**src/rtl/counter7sd_pkg.sv**
```systemverilog
// Shared definitions for the Counter7SD control sequencer: FSM encoding and default tuning constants.
package counter7sd_pkg;

    localparam int unsigned STATE_W          = 2;
    localparam int unsigned DEBOUNCE_CYC_DEF = 4;
    localparam int unsigned PRESCALE_DEF     = 10;
    localparam int unsigned AUTO_STEPS_DEF   = 12;

    typedef enum logic [STATE_W-1:0] {
        IDLE = 2'd0,
        RUN  = 2'd1,
        HOLD = 2'd2,
        AUTO = 2'd3
    } state_e;

endpackage

```
**src/rtl/counter7sd_ctrl_btn_debounce.sv**
```systemverilog
// Pushbutton conditioner: 2-FF synchroniser, stability counter, and a one-cycle pulse on an accepted press.
module btn_debounce #(
    parameter int unsigned DEBOUNCE_CYC = 4
) (
    input  logic clock,
    input  logic reset,
    input  logic i_btn,
    output logic o_press
);

    localparam int unsigned CNT_W = $clog2(DEBOUNCE_CYC + 1);

    logic [1:0]       r_sync;
    logic [CNT_W-1:0] r_cnt;
    logic             r_stable;
    logic             r_press;

    logic [CNT_W-1:0] w_cnt_nxt;
    logic             w_stable_nxt;
    logic             w_press_nxt;

    // Stable level flips on the DEBOUNCE_CYC-th consecutive differing sample; only rises emit a press.
    always_comb begin
        w_cnt_nxt    = '0;
        w_stable_nxt = r_stable;
        w_press_nxt  = 1'b0;
        if (r_sync[1] != r_stable) begin
            if (r_cnt == CNT_W'(DEBOUNCE_CYC - 1)) begin
                w_stable_nxt = r_sync[1];
                w_press_nxt  = r_sync[1];
            end else begin
                w_cnt_nxt = r_cnt + CNT_W'(1);
            end
        end
    end

    always_ff @(posedge clock or posedge reset) begin
        if (reset) begin
            r_sync   <= '0;
            r_cnt    <= '0;
            r_stable <= 1'b0;
            r_press  <= 1'b0;
        end else begin
            r_sync   <= {r_sync[0], i_btn};
            r_cnt    <= w_cnt_nxt;
            r_stable <= w_stable_nxt;
            r_press  <= w_press_nxt;
        end
    end

    assign o_press = r_press;

endmodule

```
**src/rtl/counter7sd_ctrl.sv**
```systemverilog
// Mode sequencer for Counter7SD: debounced pause/reverse toggles, prescaled count tick and a self-running demo mode.
module counter7sd_ctrl
    import counter7sd_pkg::*;
#(
    parameter int unsigned DEBOUNCE_CYC = DEBOUNCE_CYC_DEF,
    parameter int unsigned PRESCALE     = PRESCALE_DEF,
    parameter int unsigned AUTO_STEPS   = AUTO_STEPS_DEF
) (
    input  logic               clock,
    input  logic               reset,
    input  logic               btn_pause,
    input  logic               btn_reverse,
    input  logic               auto_en,
    output logic               pause,
    output logic               reverse,
    output logic               tick,
    output logic [STATE_W-1:0] state
);

    localparam int unsigned PRE_W  = $clog2(PRESCALE);
    localparam int unsigned STEP_W = $clog2(AUTO_STEPS + 1);

    state_e            r_state;
    logic [PRE_W-1:0]  r_pre;
    logic [STEP_W-1:0] r_step;
    logic              r_pause;
    logic              r_reverse;
    logic              r_tick;

    state_e            w_state_nxt;
    logic [PRE_W-1:0]  w_pre_nxt;
    logic [STEP_W-1:0] w_step_nxt;
    logic              w_pause_nxt;
    logic              w_reverse_nxt;
    logic              w_tick_nxt;
    logic              w_pause_ev;
    logic              w_reverse_ev;

    btn_debounce #(.DEBOUNCE_CYC(DEBOUNCE_CYC)) u_db_pause (
        .clock   (clock),
        .reset   (reset),
        .i_btn   (btn_pause),
        .o_press (w_pause_ev)
    );

    btn_debounce #(.DEBOUNCE_CYC(DEBOUNCE_CYC)) u_db_reverse (
        .clock   (clock),
        .reset   (reset),
        .i_btn   (btn_reverse),
        .o_press (w_reverse_ev)
    );

    always_ff @(posedge clock or posedge reset) begin
        if (reset) begin
            r_state   <= IDLE;
            r_pre     <= '0;
            r_step    <= '0;
            r_pause   <= 1'b1;
            r_reverse <= 1'b0;
            r_tick    <= 1'b0;
        end else begin
            r_state   <= w_state_nxt;
            r_pre     <= w_pre_nxt;
            r_step    <= w_step_nxt;
            r_pause   <= w_pause_nxt;
            r_reverse <= w_reverse_nxt;
            r_tick    <= w_tick_nxt;
        end
    end

    always_comb begin
        w_state_nxt   = r_state;
        w_pre_nxt     = r_pre;
        w_step_nxt    = r_step;
        w_reverse_nxt = r_reverse;
        w_tick_nxt    = 1'b0;

        // auto_en outranks any same-cycle button event; in AUTO the buttons are ignored.
        case (r_state)
            IDLE, RUN, HOLD: begin
                if (auto_en) begin
                    w_state_nxt = AUTO;
                end else begin
                    if (w_pause_ev) begin
                        if (r_state == RUN) w_state_nxt = HOLD;
                        else                w_state_nxt = RUN;
                    end
                    if (w_reverse_ev) w_reverse_nxt = ~r_reverse;
                end
            end
            AUTO: begin
                if (!auto_en) w_state_nxt = IDLE;
            end
            default: w_state_nxt = IDLE;
        endcase

        // Prescaler only advances on edges that stay in RUN/AUTO, so a leaving edge never ticks or loses count.
        if ((w_state_nxt == IDLE) || ((w_state_nxt == AUTO) && (r_state != AUTO))) begin
            w_pre_nxt  = '0;
            w_step_nxt = '0;
        end else if (((r_state == RUN) || (r_state == AUTO)) && (w_state_nxt == r_state)) begin
            if (r_pre == PRE_W'(PRESCALE - 1)) begin
                w_pre_nxt  = '0;
                w_tick_nxt = 1'b1;
                if (r_state == AUTO) begin
                    if (r_step == STEP_W'(AUTO_STEPS - 1)) begin
                        w_step_nxt    = '0;
                        w_reverse_nxt = ~r_reverse;
                    end else begin
                        w_step_nxt = r_step + STEP_W'(1);
                    end
                end
            end else begin
                w_pre_nxt = r_pre + PRE_W'(1);
            end
        end

        w_pause_nxt = (w_state_nxt == IDLE) || (w_state_nxt == HOLD);
    end

    assign pause   = r_pause;
    assign reverse = r_reverse;
    assign tick    = r_tick;
    assign state   = r_state;

endmodule
```
**config.mk**
```make
export PLATFORM = sky130hd
export DESIGN_NAME = counter7sd_ctrl
export DESIGN_NICKNAME = d
export VERILOG_FILES = /design/src/rtl/counter7sd_pkg.sv /design/src/rtl/counter7sd_ctrl_btn_debounce.sv /design/src/rtl/counter7sd_ctrl.sv
export SDC_FILE = /design/constraint.sdc
export NUM_CORES = 1
export LEC_CHECK = 0
export CAP_MARGIN = 15
export CORE_MARGIN = 2
export CORE_UTILIZATION = 58
export CTS_BUF_LIST = sky130_fd_sc_hd__clkbuf_8
export CTS_CLUSTER_SIZE = 14
export DETAILED_ROUTE_END_ITERATION = 7
export PLACE_DENSITY_LB_ADDON = 0.1
export SLEW_MARGIN = 10
export SYNTH_ARGS = -nofsm -noshare
export SYNTH_HDL_FRONTEND = slang
export SYNTH_SLANG_ARGS = --single-unit
```
**constraint.sdc**
```tcl
create_clock -name clock -period 2.15 [get_ports clock]
set_clock_uncertainty 0.2 [all_clocks]
set_input_delay 0.43 -clock clock [delete_from_list [all_inputs] [get_ports clock]]
set_output_delay 0.43 -clock clock [all_outputs]
set_load 0.01 [all_outputs]
```
==> flow_metrics.env <==
export IMPL_dp_cells=140
export IMPL_synthTopCellsByArea="dfrtp_1, ha_1, nor2b_1"
export IMPL_die_x_um=49.2
export IMPL_min_delay_path_depth=0
export IMPL_grt_use_total_pct=17.2
export IMPL_cpMaxStageDelayCell="clkdlybuf4s50_1"
export IMPL_antenna_found_initial=0
export IMPL_finalWirelength_mm=1.82
export IMPL_crit_cells=1
export IMPL_rsz0062_at_grt="no"
export IMPL_synthToLayoutAreaGrowth_pct=16.3
export IMPL_grt_pass1_wl_mm=3.31
export IMPL_final_common_cell="dfrtp_1"
export IMPL_syn_avg_cell_area_um2=11.8
export IMPL_hpwl_mm=1.39
export IMPL_gp_congestion=0.754
export IMPL_cts_setup_buffers=0
export IMPL_synth_top_area_cell="dfrtp_1"
export IMPL_async_reset_ff_share_pct=100
export IMPL_path_max_fanout=10
export IMPL_fin_cells=144
export IMPL_relSlewSlack_pct=67.4
export IMPL_ctsResizeCount=0
export IMPL_synth_seq_cells=27
export IMPL_nets=128
export IMPL_power_leakage_nw=0.652
export IMPL_setup_viol=0
export IMPL_worst_slew_pin_slew_ns=0.489
export IMPL_start_util_pct=61.1
export IMPL_layout_common_cells="dfrtp_1, clkdlybuf4s50_1, nor2_1, nand2_1"
export IMPL_cap_violations=0
export IMPL_drt_iter0_markers=11
export IMPL_synth_cell_area_mm2=0.00119
export IMPL_die_h_um=49.2
export IMPL_fin_area_mm2=0.00138
export IMPL_rows=16
export IMPL_min_from="u_db_pause.r_sync[0]"
export IMPL_ant_nets=0
export IMPL_numCtsBuffers=3
export IMPL_cts_buffer_depth=2
export IMPL_path_cells="clkdlybuf4s50_1"
export IMPL_timing_fmax_ghz=0.497
export IMPL_io_pins=10
export IMPL_worstSetupPathType="reg2out"
export IMPL_syn_instance_count=101
export IMPL_cts_root_buf="clkbuf_8"
export IMPL_grt_pass1_vias=825
export IMPL_synth_fp_nets=111
export IMPL_crit_path_end_kind="output pin"
export IMPL_start_kind="flip-flop"
export IMPL_cpLargestDelayFamily="buffers and inverters"
export IMPL_drive_gt1_share_pct=11.1
export IMPL_cts_sinks=27
export IMPL_gr_total_overflow=0
export IMPL_slew_violations=0
export IMPL_clk_latency_ns=0.26
export IMPL_cts_tree="built"
export IMPL_placedInstanceArea_mm2=0.00134
export IMPL_pwr_density_cell_mw_per_mm2=868
export IMPL_viasPerCell=5.39
export IMPL_grt_max_degree=28
export IMPL_path_buf_inv=1
export IMPL_hold_path_end="u_db_pause.r_sync[1]"
export IMPL_r2r_start="r_pre[1]"
export IMPL_reg2reg_slack_ns=0.23
export IMPL_port_buffers=9
export IMPL_utilization_pct=71.1
export IMPL_drc=0
export IMPL_cts_hold_buf=0
export IMPL_r2r_end="r_step[3]"
export IMPL_yosysSeqAreaShare_pct=57.0
export IMPL_routedWlPerCell_um=12.7
export IMPL_synthFlopType="dfrtp_1"
export IMPL_synth_edf_count=0
export IMPL_vias=776
export IMPL_core_area_mm2=0.00194
export IMPL_critical_path_max_stage_delay_ns=0.60
export IMPL_finalCritPeriodShare_pct=93.7
export IMPL_yosysTopAreaCellShare_pct=54.8
export IMPL_drtPass1Iterations=4
export IMPL_status="finished, final reports clean"
export IMPL_total_power_mw=1.20
export IMPL_path_clk_slew_ns=0.09
export IMPL_worstPathArrival_ns=1.38
export IMPL_htree_levels=1
export IMPL_fin_tns_setup_ns=0
export IMPL_yosys_warnings=0
export IMPL_ir_worst_vdd_mv=0.585
export IMPL_timing_final_hold_violations=0
export IMPL_min_period_ns=2.01
export IMPL_antennaDiodeCount=0
export IMPL_synth_cell_types=33
export IMPL_rr_worst_depth=6
export IMPL_required_ns=1.52
export IMPL_hold_path_class="reg2reg"
export IMPL_die_area_mm2=0.00243
-- layer usage --
metal | vias to the layer above | GRT usage (%) | part of all wire, %
met5 | - | 0 | 0
li1 | 386 | - | -
met1 | 377 | 20.5 | 47
met3 | 2 | 2.15 | 2.2
met4 | 0 | 5.71 | 0.71
met2 | 11 | 31.8 | 50
-- through the flow --
step,worst slack [ns],hold slack (ns)
after floorplan,0.334,0.131
after global placement,0.0432,0.135
after detailed placement,0.0168,0.146
after CTS,0.132,0.166
after global routing,0.0750,0.167
final,0.136,0.161
-- where the power goes --
part	switching, mW	internal (mW)	leakage (nW)	total (mW)
sequential	0.0682	0.592	0.347	0.661
combinational	0.122	0.148	0.278	0.271
clock	0.140	0.127	0.0269	0.267
total	0.330	0.868	0.652	1.20
-- sequential cells by signal, indices dropped and copies added, names as in the netlist --
name,count
u_db_reverse.r_cnt,3
u_db_reverse.r_sync,2
reverse,1
u_db_pause.o_press,1
u_db_reverse.r_stable,1
u_db_pause.r_cnt,3
state,2
r_pre,4
u_db_pause.r_sync,2
u_db_reverse.o_press,1
tick,1
pause,1
r_step,4
u_db_pause.r_stable,1
-- layout make-up --
type / count / area, um^2
flip-flops and latches: 27 / 677
fillers: 148 / 561
multi-input cells: 70 / 494
repair buffers: 13 / 120
clock buffers: 3 / 41.3
well taps: 27 / 33.8
inverters: 3 / 11.3
clock inverters: 1 / 3.75
-- cells by family after synthesis --
family          share of synthesized area (%)
compound gates                           8.96
xor+xnor                                 2.21
fa+ha+maj                                5.27
buf+inv                                  1.37
flops                                    57.0
mux                                      3.58
simple gates                             21.6
-- synthesized netlist by cell type, types with 2 or more instances --
cell type / instances
nand3b_1: 2
nor2b_1: 5
nand2b_1: 4
a21oi_1: 4
inv_1: 3
dfrtp_1: 26
o21ai_0: 4
or3_1: 2
nand3_1: 3
nor3b_1: 3
mux2_2: 2
nand2_1: 6
ha_1: 5
xnor2_1: 2
and3b_1: 3
nor3_1: 3
nor2_1: 7
mux2i_1: 2
-- worst max-delay path by stage --
stage | start | end
2_1_floorplan | r_pre[1] | r_step[3]
3_3_place_gp | auto_en | r_step[3]
3_5_place_dp | auto_en | r_step[3]
4_1_cts | state[1] | state[1]
5_1_grt | state[1] | state[1]
6_report | state[1] | state[1]
Note: power is estimated with default switching activity, not from simulation.
